## src/rtl/rv64_pkg.sv

```systemverilog
// Shared RV64 integer-pipeline types: register index / data widths and the
// write-back entry carried from execute/memory to the register-file port.
package rv64_pkg;

    localparam int XLEN      = 64;
    localparam int REG_IDX_W = 5;

    typedef struct packed {
        logic [REG_IDX_W-1:0] rd;
        logic [XLEN-1:0]      value;
    } wb_entry_t;

    // x0 is hard-wired to zero, so a result aimed at it carries no information.
    function automatic logic is_writable(input logic vld, input logic [REG_IDX_W-1:0] rd);
        return vld && (rd != '0);
    endfunction

endpackage

```

## src/rtl/wb_fifo.sv

```systemverilog
// Dual-enqueue, single-dequeue circular buffer of write-back entries. Storage,
// count and pointers are exported so the owner can search pending entries.
module wb_fifo
    import rv64_pkg::*;
#(
    parameter  int DEPTH = 4,
    localparam int PTR_W = $clog2(DEPTH),
    localparam int CNT_W = PTR_W + 1
) (
    input  logic                  clk_i,
    input  logic                  rst_i,
    input  logic [1:0]            enq_cnt_i,
    input  wb_entry_t             enq0_i,
    input  wb_entry_t             enq1_i,
    input  logic                  deq_i,
    output wb_entry_t             head_o,
    output logic [CNT_W-1:0]      count_o,
    output logic [PTR_W-1:0]      rd_ptr_o,
    output logic [PTR_W-1:0]      wr_ptr_o,
    output wb_entry_t [DEPTH-1:0] entries_o
);

    wb_entry_t [DEPTH-1:0] mem_q, mem_d;
    logic [PTR_W-1:0]      rd_ptr_q, rd_ptr_d;
    logic [PTR_W-1:0]      wr_ptr_q, wr_ptr_d;
    logic [CNT_W-1:0]      count_q, count_d;

    // The owner never asks for more slots than are free after the dequeue.
    always_comb begin
        mem_d = mem_q;
        if (enq_cnt_i != 2'd0) begin
            mem_d[wr_ptr_q] = enq0_i;
        end
        if (enq_cnt_i == 2'd2) begin
            mem_d[wr_ptr_q + PTR_W'(1)] = enq1_i;
        end
        wr_ptr_d = wr_ptr_q + PTR_W'(enq_cnt_i);
        rd_ptr_d = rd_ptr_q + PTR_W'(deq_i);
        count_d  = count_q + CNT_W'(enq_cnt_i) - CNT_W'(deq_i);
    end

    always_ff @(posedge clk_i or posedge rst_i) begin
        if (rst_i) begin
            mem_q    <= '0;
            rd_ptr_q <= '0;
            wr_ptr_q <= '0;
            count_q  <= '0;
        end else begin
            mem_q    <= mem_d;
            rd_ptr_q <= rd_ptr_d;
            wr_ptr_q <= wr_ptr_d;
            count_q  <= count_d;
        end
    end

    assign head_o    = mem_q[rd_ptr_q];
    assign count_o   = count_q;
    assign rd_ptr_o  = rd_ptr_q;
    assign wr_ptr_o  = wr_ptr_q;
    assign entries_o = mem_q;

endmodule

```

## src/rtl/regfile_wb_arbiter.sv

```systemverilog
// Merges ALU and LSU results onto the single register-file write port, in order.
// Define WB_ARB_FWD_EN to build the pending-entry forward search for decode.
module regfile_wb_arbiter
    import rv64_pkg::*;
#(
    parameter int DEPTH = 4
) (
    input  logic                 CLK,
    input  logic                 reset,
    input  logic                 alu_valid,
    input  logic [REG_IDX_W-1:0] alu_rd,
    input  logic [XLEN-1:0]      alu_value,
    input  logic                 lsu_valid,
    input  logic [REG_IDX_W-1:0] lsu_rd,
    input  logic [XLEN-1:0]      lsu_value,
    input  logic [REG_IDX_W-1:0] fwd_rs,
    output logic                 fwd_hit,
    output logic [XLEN-1:0]      fwd_value,
    output logic                 wb_en,
    output logic [REG_IDX_W-1:0] wb_rd,
    output logic [XLEN-1:0]      wb_value,
    output logic                 stall_req,
    output logic                 err_overflow
);

    localparam int PTR_W = $clog2(DEPTH);
    localparam int CNT_W = PTR_W + 1;

    wb_entry_t             lsu_req, alu_req;
    logic                  lsu_vld, alu_vld;
    wb_entry_t             head;
    wb_entry_t [DEPTH-1:0] entries;
    logic [CNT_W-1:0]      count;
    logic [PTR_W-1:0]      rd_ptr, wr_ptr;
    logic                  fifo_empty, fifo_full;

    logic [1:0]            enq_cnt;
    wb_entry_t             enq0, enq1;
    logic                  deq;
    logic                  drop;

    logic                  wb_en_q, wb_en_d;
    logic [REG_IDX_W-1:0]  wb_rd_q, wb_rd_d;
    logic [XLEN-1:0]       wb_value_q, wb_value_d;
    logic                  err_q, err_d;

    assign lsu_req.rd    = lsu_rd;
    assign lsu_req.value = lsu_value;
    assign alu_req.rd    = alu_rd;
    assign alu_req.value = alu_value;
    assign lsu_vld       = is_writable(lsu_valid, lsu_rd);
    assign alu_vld       = is_writable(alu_valid, alu_rd);

    assign fifo_empty = (count == '0);
    assign fifo_full  = (count == CNT_W'(DEPTH));

    wb_fifo #(
        .DEPTH (DEPTH)
    ) u_fifo (
        .clk_i     (CLK),
        .rst_i     (reset),
        .enq_cnt_i (enq_cnt),
        .enq0_i    (enq0),
        .enq1_i    (enq1),
        .deq_i     (deq),
        .head_o    (head),
        .count_o   (count),
        .rd_ptr_o  (rd_ptr),
        .wr_ptr_o  (wr_ptr),
        .entries_o (entries)
    );

    // The oldest of {queued entries, LSU, ALU} always takes the write port;
    // with an empty queue this is the bypass path.
    always_comb begin
        enq_cnt    = 2'd0;
        enq0       = lsu_req;
        enq1       = alu_req;
        deq        = 1'b0;
        drop       = 1'b0;
        wb_en_d    = 1'b0;
        wb_rd_d    = wb_rd_q;
        wb_value_d = wb_value_q;
        if (fifo_empty) begin
            if (lsu_vld) begin
                wb_en_d    = 1'b1;
                wb_rd_d    = lsu_req.rd;
                wb_value_d = lsu_req.value;
                if (alu_vld) begin
                    enq0    = alu_req;
                    enq_cnt = 2'd1;
                end
            end else if (alu_vld) begin
                wb_en_d    = 1'b1;
                wb_rd_d    = alu_req.rd;
                wb_value_d = alu_req.value;
            end
        end else begin
            deq        = 1'b1;
            wb_en_d    = 1'b1;
            wb_rd_d    = head.rd;
            wb_value_d = head.value;
            if (lsu_vld && alu_vld) begin
                // A full queue frees only the dequeued slot; the ALU result is the youngest.
                enq_cnt = fifo_full ? 2'd1 : 2'd2;
                drop    = fifo_full;
            end else if (lsu_vld) begin
                enq_cnt = 2'd1;
            end else if (alu_vld) begin
                enq0    = alu_req;
                enq_cnt = 2'd1;
            end
        end
        err_d = err_q | drop;
    end

    always_ff @(posedge CLK or posedge reset) begin
        if (reset) begin
            wb_en_q    <= 1'b0;
            wb_rd_q    <= '0;
            wb_value_q <= '0;
            err_q      <= 1'b0;
        end else begin
            wb_en_q    <= wb_en_d;
            wb_rd_q    <= wb_rd_d;
            wb_value_q <= wb_value_d;
            err_q      <= err_d;
        end
    end

    assign wb_en        = wb_en_q;
    assign wb_rd        = wb_rd_q;
    assign wb_value     = wb_value_q;
    assign err_overflow = err_q;
    assign stall_req    = (CNT_W'(DEPTH) - count) < CNT_W'(2);

    logic unused_wr_ptr;
    assign unused_wr_ptr = ^wr_ptr;

`ifdef WB_ARB_FWD_EN
    logic            fwd_hit_c;
    logic [XLEN-1:0] fwd_value_c;

    // Walk oldest to youngest so the last match seen is the youngest.
    always_comb begin
        logic [PTR_W-1:0] idx;
        idx         = rd_ptr;
        fwd_hit_c   = 1'b0;
        fwd_value_c = '0;
        for (int i = 0; i < DEPTH; i++) begin
            idx = rd_ptr + PTR_W'(i);
            if ((CNT_W'(i) < count) && (fwd_rs != '0) && (entries[idx].rd == fwd_rs)) begin
                fwd_hit_c   = 1'b1;
                fwd_value_c = entries[idx].value;
            end
        end
    end

    assign fwd_hit   = fwd_hit_c;
    assign fwd_value = fwd_value_c;
`else
    logic unused_fwd;
    assign unused_fwd = ^{fwd_rs, rd_ptr, entries};
    assign fwd_hit    = 1'b0;
    assign fwd_value  = '0;
`endif

endmodule

```

## config.mk

```make
export PLATFORM = sky130hd
export DESIGN_NAME = regfile_wb_arbiter
export DESIGN_NICKNAME = d
export VERILOG_FILES = /design/src/rtl/rv64_pkg.sv /design/src/rtl/wb_fifo.sv /design/src/rtl/regfile_wb_arbiter.sv
export SDC_FILE = /design/constraint.sdc
export NUM_CORES = 1
export LEC_CHECK = 0
export BUFFER_PORTS_ARGS = -buffer_cell sky130_fd_sc_hd__buf_2
export CORE_MARGIN = 3
export CORE_UTILIZATION = 58
export DETAILED_ROUTE_END_ITERATION = 10
export PLACE_DENSITY = 0.87
export SETUP_SLACK_MARGIN = 0.02
export SLEW_MARGIN = 20
export SYNTH_ARGS = -nofsm -noshare
export SYNTH_HDL_FRONTEND = slang
export SYNTH_SLANG_ARGS = --single-unit
```

## constraint.sdc

```tcl
create_clock -name CLK -period 13.7 [get_ports CLK]
set_input_delay 0 -clock CLK [delete_from_list [all_inputs] [get_ports CLK]]
set_output_delay 0 -clock CLK [all_outputs]
set_load 0.02 [all_outputs]
```

==> results of run 1 <==
## synthesized netlist by cell type (3+ instances only)
cell | n | share of area
a21o_1 | 69 | 0.027
a21oi_1 | 3 | 0.00080
a31oi_1 | 69 | 0.023
and2_1 | 4 | 0.0013
buf_1 | 9 | 0.0018
buf_2 | 18 | 0.0048
buf_4 | 68 | 0.027
buf_6 | 4 | 0.0024
clkbuf_1 | 145 | 0.029
dfrtp_1 | 354 | 0.47
ha_1 | 7 | 0.0046
inv_1 | 7 | 0.0014
mux4_2 | 69 | 0.082
nand2_1 | 143 | 0.028
nand2b_1 | 70 | 0.023
nor2_1 | 6 | 0.0012
nor2b_1 | 3 | 0.00099
o21ai_0 | 72 | 0.019
o221a_1 | 15 | 0.0090
o221a_2 | 261 | 0.16
or3_1 | 209 | 0.069
xnor2_1 | 5 | 0.0023
## metal layers
| layer | GRT usage | vias up |
|---|---|---|
| met1 | 0.4630 | 8453 |
| met5 | 0 | - |
| met2 | 0.5684 | 1300 |
| met3 | 0.08398 | 236 |
| met4 | 0.1442 | 0 |
| li1 | - | 6897 |
## worst max-delay path: stages (launching register included)
cell and delay, ps:
dfrtp_1 380, inv_1 60, ha_1 220, ha_4 400
clkinv_2 330, buf_4 790, nand2_4 770, o22ai_4 390
buf_4 870, o221a_2 350, dlygate4sd3_1 590
## layout make-up
class,instances,share of cell area
inverter,7,0.001505
sequential,354,0.3809
tap,435,0.02338
multi-input combinational,1102,0.3916
timing repair buffer,447,0.1461
clock buffer,61,0.05204
antenna,2,0.0002150
clock inverter,9,0.004247
## cells by family after synthesis
kind of cell / count (synthesis) / share of synthesized area
buffers and inverters: 252 / 0.06650
adder cells (fa/ha/maj): 8 / 0.005702
multiplexers: 70 / 0.08287
XOR/XNOR: 6 / 0.002785
other: 1 / 0.0001987
AND/OR/NAND/NOR: 445 / 0.1280
flip-flops: 354 / 0.4694
AO/OA/AOI/OAI: 508 / 0.2446
## registers in the layout, summed over array words and instances (netlist names)
name	count
wb_rd	5
wb_en	1
u_fifo.count_o	3
u_fifo.entries_o	276
err_overflow	1
u_fifo.rd_ptr_o	2
wb_value	64
u_fifo.wr_ptr_o	2
## where the power goes
group	switching, mW	internal (mW)
Combinational	1.45	1.47
Clock	0.431	0.645
Sequential	0.366	1.57
Total	2.25	3.69
## stage by stage
stage / worst slack [ps] / cells / area [um2]
after floorplan: 3880 / 1708 / 19110
after global placement: 9190 / 2134 / 19800
after detailed placement: 9154 / 2134 / 19800
after CTS: 8618 / 2412 / 23190
after global routing: 8277 / 2416 / 23270
final: 8360 / 2417 / 23270
## path summary, 6_finish.rpt
check / slack (ps) / cells after the start / endpoint / from
max: 8360 / 10 / u_fifo.entries_o[228]$_DFF_PP0_ / u_fifo.count_o[1]$_DFF_PP0_
min reg2reg: 480 / 1 / err_overflow$_DFF_PP0_ / err_overflow$_DFF_PP0_
max reg2reg: 8360 / 10 / u_fifo.entries_o[228]$_DFF_PP0_ / u_fifo.count_o[1]$_DFF_PP0_
min: 40 / 4 / wb_rd[0]$_DFFE_PP0P_ / alu_valid
min in group asynchronous: 180 / 3 / u_fifo.entries_o[182]$_DFF_PP0_ / reset
max in group asynchronous: 11380 / 5 / u_fifo.entries_o[93]$_DFF_PP0_ / reset
==> Implementation_results.wiki, run 1 <==
{| class="wikitable"
! Metric !! Value
|-
| Number of storage elements in the synthesis netlist || 354
|-
| Total met3 wirelength after detailed routing || 7.156 mm
|-
| Final Util || 0.7319
|-
| WP data arrival || 5800 ps
|-
| Full die area || 0.03474 mm2
|-
| Number of placement rows || 65
|-
| Total clock buffers created by CTS || 39
|-
| Height of the die || 186.4 um
|-
| Topmost layer with routed signal wires || met4
|-
| Global-route wire length before repair || 99.09 mm
|-
| Hold buffer count at cts || 208
|-
| Worst setup path category || reg2reg
|-
| Synthesized instance count || 1644
|-
| Max H-tree Level || 2
|-
| Final Wtd Congestion || 0.7997
|-
| CP Capture Type || register
|-
| Number of top-level pins || 284
|-
| Maximum clock insertion buffer count || 3
|-
| Critical Path RT || 14160 ps
|-
| Worst hold slack across all endpoints || 41.45 ps
|-
| CTS sink count || 354
|-
| Clock-pin slew on the worst setup and hold paths || 60 ps
|-
| Worst slew margin || 0.2396
|-
| DRC violation count after routing || 0
|-
| Pin count of the biggest net entering global routing || 131
|-
| Clock tree from TritonCTS || done
|-
| Average cell area after synthesis || 11.48 um2
|-
| Drt first pass iters || 6
|-
| Global-route usage over all layers || 0.3519
|-
| Hold violation count in the final report || 0
|-
| Leakage dissipation || 9.156 nW
|-
| Total power || 5.937 mW
|-
| RSZ-0062 raised after global routing || no
|-
| Synth Cell Area || 0.01887 mm2
|-
| Detailed-route wire length on metal 1 || 23.49 mm
|-
| Drt wl/cell || 25.96 um
|-
| Antenna violations before repair || 1
|-
| Final-report max-slew violation count || 0
|-
| Detailed route wirelength on metal2 || 29.84 mm
|-
| Starting DRC count in detailed routing || 2098
|-
| Total power divided by cell area || 255.1 mW/mm2
|-
| Total of max-cap violations || 0
|-
| Port Buffers || 213
|-
| Count of flip-flops with a built-in enable after synthesis || 0
|-
| Most common cell after layout, fill and taps aside || dfrtp_1
|-
| Min-delay worst type || in2reg
|-
| Ys flop type || dfrtp_1
|-
| Layout cell share with drive strength beyond 1 || 0.3298
|-
| Transition time at the pin with the least slew margin || 1141 ps
|-
| Register area || 0.008866 mm2
|-
| Sum Neg Setup Slack || 0 ps
|-
| Half-perimeter wire length after detailed placement || 30.37 mm
|-
| Final-layout fill cell count || 2032
|-
| Highest-count cells in the layout ignoring fill and taps || dfrtp_1, o221a_2, buf_2
|-
| Root buf cell || clkbuf_16
|-
| Nets@finish || 2106
|-
| Fin Clk Skew || 23.05 ps
|-
| Fmax || 187.3 MHz
|-
| Number of warnings reported in the yosys synthesis log || 0
|-
| Peak supply drop || 0.0001966 V
|-
| Number of vias per cell || 6.986
|-
| Biggest fanout along the worst timing path || 70
|-
| Outcome || finished, final reports clean
|-
| Post-synthesis to final-layout area growth || 23.33%
|-
| Clock insertion delay at the later pin of the skew report || 530 ps
|-
| Initial cell density of the core || 0.5935
|-
| Period minus WS final || 5340 ps
|-
| Kind of launch point of the worst setup path || register
|-
| Post-detailed-route count of antenna-violating nets || 0
|-
| Final Cycle Share || 0.3898
|-
| Post-synthesis async set-or-reset flop share || 1.000
|-
| Area taken by multi-input logic gates || 0.009115 mm2
|-
| Total grt overflow || 0
|-
| Synth cell types || 49
|-
| Sequential cell area fraction in the yosys report || 0.4694
|-
| Post-CTS Repair Setup Buffers || 0
|-
| Via count || 16890
|-
| Floorplan Core Area || 0.03180 mm2
|-
| Number of setup violations in the final report || 0
|-
| Wirelength, routed || 62.76 mm
|-
| Via count of the first global-routing pass || 17790
|-
| Gates resized, CTS repair || 0
|-
| Die boundary width || 186.4 um
|}
No activity file was read; power rests on OpenSTA's default activity.
==> run 2: changes to the inputs <==
--- a/config.mk
+++ b/config.mk
@@ -5,11 +5,12 @@
 export SDC_FILE = /design/constraint.sdc
 export NUM_CORES = 1
 export LEC_CHECK = 0
+export ABC_AREA = 1
 export BUFFER_PORTS_ARGS = -buffer_cell sky130_fd_sc_hd__buf_2
 export CORE_MARGIN = 3
-export CORE_UTILIZATION = 58
+export CORE_UTILIZATION = 54
 export DETAILED_ROUTE_END_ITERATION = 10
-export PLACE_DENSITY = 0.87
+export PLACE_DENSITY = 0.84
 export SETUP_SLACK_MARGIN = 0.02
 export SLEW_MARGIN = 20
 export SYNTH_ARGS = -nofsm -noshare
==> constraint.sdc (replaced) <==
create_clock -name CLK -period 4.55 [get_ports CLK]
set_input_delay 0 -clock CLK [delete_from_list [all_inputs] [get_ports CLK]]
set_output_delay 0 -clock CLK [all_outputs]
set_load 0.02 [all_outputs]
==> Implementation_results.wiki, run 2 <==
{| class="wikitable"
! Metric !! Value
|-
| Synth cell types || 32 (-35%)
|-
| DRC violation count after routing || 0 (unchanged)
|-
| Via count of the first global-routing pass || 23090 (+30%)
|-
| Biggest area consumer among synthesized cells || dfrtp_1
|-
| Final Wtd Congestion || 0.8386 (+4.9%)
|-
| Most common cell after layout, fill and taps aside || nand2_1
|-
| Total grt overflow || 0 (unchanged)
|-
| Port Buffers || 213 (unchanged)
|-
| Nets@finish || 3915 (+86%)
|-
| Total of max-cap violations || 0 (unchanged)
|-
| RSZ-0062 raised after global routing || no
|-
| Root buf cell || clkbuf_16
|-
| Met3 track utilization from global routing || 0.06861 (-0.01536)
|-
| Die boundary width || 210.2 um (+13%)
|-
| Fmax || 224.9 MHz (+20%)
|-
| Clock insertion delay at the later pin of the skew report || 540 ps (about the same)
|-
| Number of warnings reported in the yosys synthesis log || 0 (unchanged)
|-
| Initial cell density of the core || 0.5489 (-0.04454)
|-
| Total power divided by cell area || 712.9 mW/mm2 (+180%)
|-
| Worst hold slack across all endpoints || 51.24 ps (+9.791 ps)
|-
| Drt wl/cell || 18.30 um (-30%)
|-
| Via count || 24470 (+45%)
|-
| Full die area || 0.04418 mm2 (+27%)
|-
| Met2 track demand over resource || 0.5622 (-0.006272)
|-
| Ys flop type || dfrtp_1
|-
| WP data arrival || 4930 ps (-870 ps)
|-
| Half-perimeter wire length after detailed placement || 42.38 mm (+40%)
|-
| Total clock buffers created by CTS || 40 (+2.6%)
|-
| CP Capture Type || register
|-
| Count leader, synth || nand2_1
|-
| Area taken by multi-input logic gates || 0.01148 mm2 (+26%)
|-
| Post-synth top cells || nand2_1, nor2_1, nand3_1, dfrtp_1, inv_1
|-
| Register area || 0.008864 mm2 (about the same)
|-
| Sequential cell area fraction in the yosys report || 0.3934 (-0.07596)
|-
| Setup WS pre-CTS || 891.4 ps (-8263 ps)
|-
| Area share of the largest cell type after synthesis || 0.3934 (-0.07596)
|-
| Starting DRC count in detailed routing || 3088 (+47%)
|-
| Min-delay worst type || in2reg
|-
| Number of flip-flops under the largest register name || 276 (unchanged)
|-
| Gates resized, CTS repair || 0 (unchanged)
|-
| Clock-pin slew on the worst setup and hold paths || 60 ps (about the same)
|-
| Layout Cells excl Fill || 4320 (+79%)
|-
| Synth Cell Area || 0.02252 mm2 (+19%)
|-
| Height of the die || 210.2 um (+13%)
|-
| Pin count of the biggest net entering global routing || 163 (+24%)
|-
| Global-route wire length before repair || 123.4 mm (+24%)
|-
| CTS sink count || 354 (unchanged)
|-
| Drt first pass iters || 6 (unchanged)
|-
| Period minus WS final || 4446 ps (-893.7 ps)
|-
| Final-report max-slew violation count || 0 (unchanged)
|-
| Antenna violations before repair || 2 (+1)
|-
| Global-route usage over all layers || 0.3469 (-0.004972)
|-
| Number of storage elements in the synthesis netlist || 354 (unchanged)
|-
| Layer with the highest usage || met2
|-
| Clock tree from TritonCTS || done
|-
| Average cell area after synthesis || 6.395 um2 (-44%)
|-
| Peak supply drop || 0.0004142 V (+110%)
|-
| Final Cycle Share || 0.9772 (+0.5874)
|-
| Worst setup path category || reg2reg
|-
| Kind of launch point of the worst setup path || register
|-
| Outcome || finished, final reports clean
|-
| Transition time at the pin with the least slew margin || 1197 ps (+56.16 ps)
|-
| Post-detailed-route count of antenna-violating nets || 0 (unchanged)
|-
| Wirelength, routed || 79.04 mm (+26%)
|-
| Final-layout fill cell count || 3544 (+74%)
|-
| Synthesized instance count || 3521 (+110%)
|-
| Post-CTS Repair Setup Buffers || 0 (unchanged)
|-
| Leakage dissipation || 13.95 nW (+52%)
|-
| Worst slew margin || 0.2010 (-0.03860)
|-
| Critical Path RT || 5030 ps (-9130 ps)
|-
| Instance count after placement with tap cells included || 4074 (+91%)
|-
| Hold violation count in the final report || 0 (unchanged)
|-
| Total power || 18.88 mW (+220%)
|-
| Number of setup violations in the final report || 0 (unchanged)
|-
| Fin Clk Skew || 10.44 ps (-12.61 ps)
|-
| Final setup slack of the worst path || 103.8 ps (-8256 ps)
|-
| Biggest fanout along the worst timing path || 37 (-47%)
|-
| Met1 Resource Use GR || 0.4574 (-0.005552)
|-
| Post-synthesis to final-layout area growth || 17.65%
|-
| Highest-count cells in the layout ignoring fill and taps || nand2_1, nor2_1, nand3_1
|-
| Number of vias per cell || 5.665 (-19%)
|-
| Number of placement rows || 74 (+14%)
|-
| Count of flip-flops with a built-in enable after synthesis || 0 (unchanged)
|-
| Floorplan Core Area || 0.04102 mm2 (+29%)
|-
| Layout cell share with drive strength beyond 1 || 0.09165 (-0.2381)
|-
| Post-synthesis async set-or-reset flop share || 1.000 (unchanged)
|-
| Max H-tree Level || 2 (unchanged)
|-
| Maximum clock insertion buffer count || 3 (unchanged)
|-
| Leading cell types by total area after synthesis || dfrtp_1, nand2_1, nand3_1
|-
| Number of top-level pins || 284 (unchanged)
|}
run 2: cell types whose count changed after synthesis, sizes merged, moves of 178 or more:
cell	previous run	this run
a21oi	3	181
or3	209	0
nor2	6	402
o221a	276	1
inv	7	259
nand3	2	391
nand2	143	1375
run 2: power breakdown:
part           switching (mW)  internal (mW)
clock                    1.33           1.87
sequential              0.846           4.84
combinational            6.55           3.44
run 2: worst max-delay path: stages (launching register included):
cell and delay, ps:
dfrtp_1 380, inv_1 80, ha_1 170, ha_2 220, buf_4 530, nand2_1 780, nand2_1 1030, nand2_1 260
nand3_1 160, nand3_1 80, nand2_1 110, dlygate4sd3_1 550
run 2: cell families (layout without fill, tap and decap cells):
group           after synthesis  after routing  share of synthesized area
compound gates              423            423                     0.1044
xor+xnor                      4              4                   0.001556
fa+ha+maj                     8              8                   0.004779
buf+inv                     561            762                     0.1105
flops                       354            354                     0.3934
other cells                   1             67                  0.0001666
simple gates               2170           2170                     0.3852
run 2: what timing repair did:
action                     4_1_cts  5_1_grt
hold buffers                   176        0
hold endpoints to repair       369        0
setup endpoints to repair        0        0
run 2: worst paths after layout:
check / cells after the start / startpoint / slack [ps] / end
worst max-delay path: 11 / u_fifo.count_o[1]$_DFF_PP0_ / 100 / u_fifo.entries_o[152]$_DFF_PP0_
worst min-delay path: 7 / alu_valid / 50 / u_fifo.entries_o[271]$_DFF_PP0_
worst max register to register: 11 / u_fifo.count_o[1]$_DFF_PP0_ / 100 / u_fifo.entries_o[152]$_DFF_PP0_
worst min register to register: 2 / wb_value[27]$_DFFE_PP0P_ / 490 / wb_value[27]$_DFFE_PP0P_
max in group asynchronous: 4 / reset / 3110 / u_fifo.entries_o[197]$_DFF_PP0_
min in group asynchronous: 3 / reset / 120 / wb_value[28]$_DFFE_PP0P_
run 2: metal layers:
metal  wire [um]  up-vias
met4        3196        0
met5           0        -
li1            -    11440
met3        9515      275
met1       30290    11080
met2       36040     1676
run 2: layout make-up:
cell class                      count  area share
Sequential cell                   354      0.3346
Clock buffer                       63     0.04563
Inverter                          261     0.03760
Timing Repair Buffer              433      0.1216
Multi-Input combinational cell   2670      0.4334
Clock inverter                      5    0.001889
Antenna cell                        2   0.0001889
Tap cell                          532     0.02513
run 2: through the flow:
| stage | area, um2 | util | setup TNS [ps] |
|---|---|---|---|
| after detailed placement | 23460 | 0.5720 | 0 |
| after global placement | 23460 | 0.5720 | 0 |
| after global routing | 26490 | 0.6458 | 0 |
| after CTS | 26480 | 0.6456 | 0 |
| after floorplan | 22760 | - | -68090 |
| final | 26490 | 0.6458 | 0 |
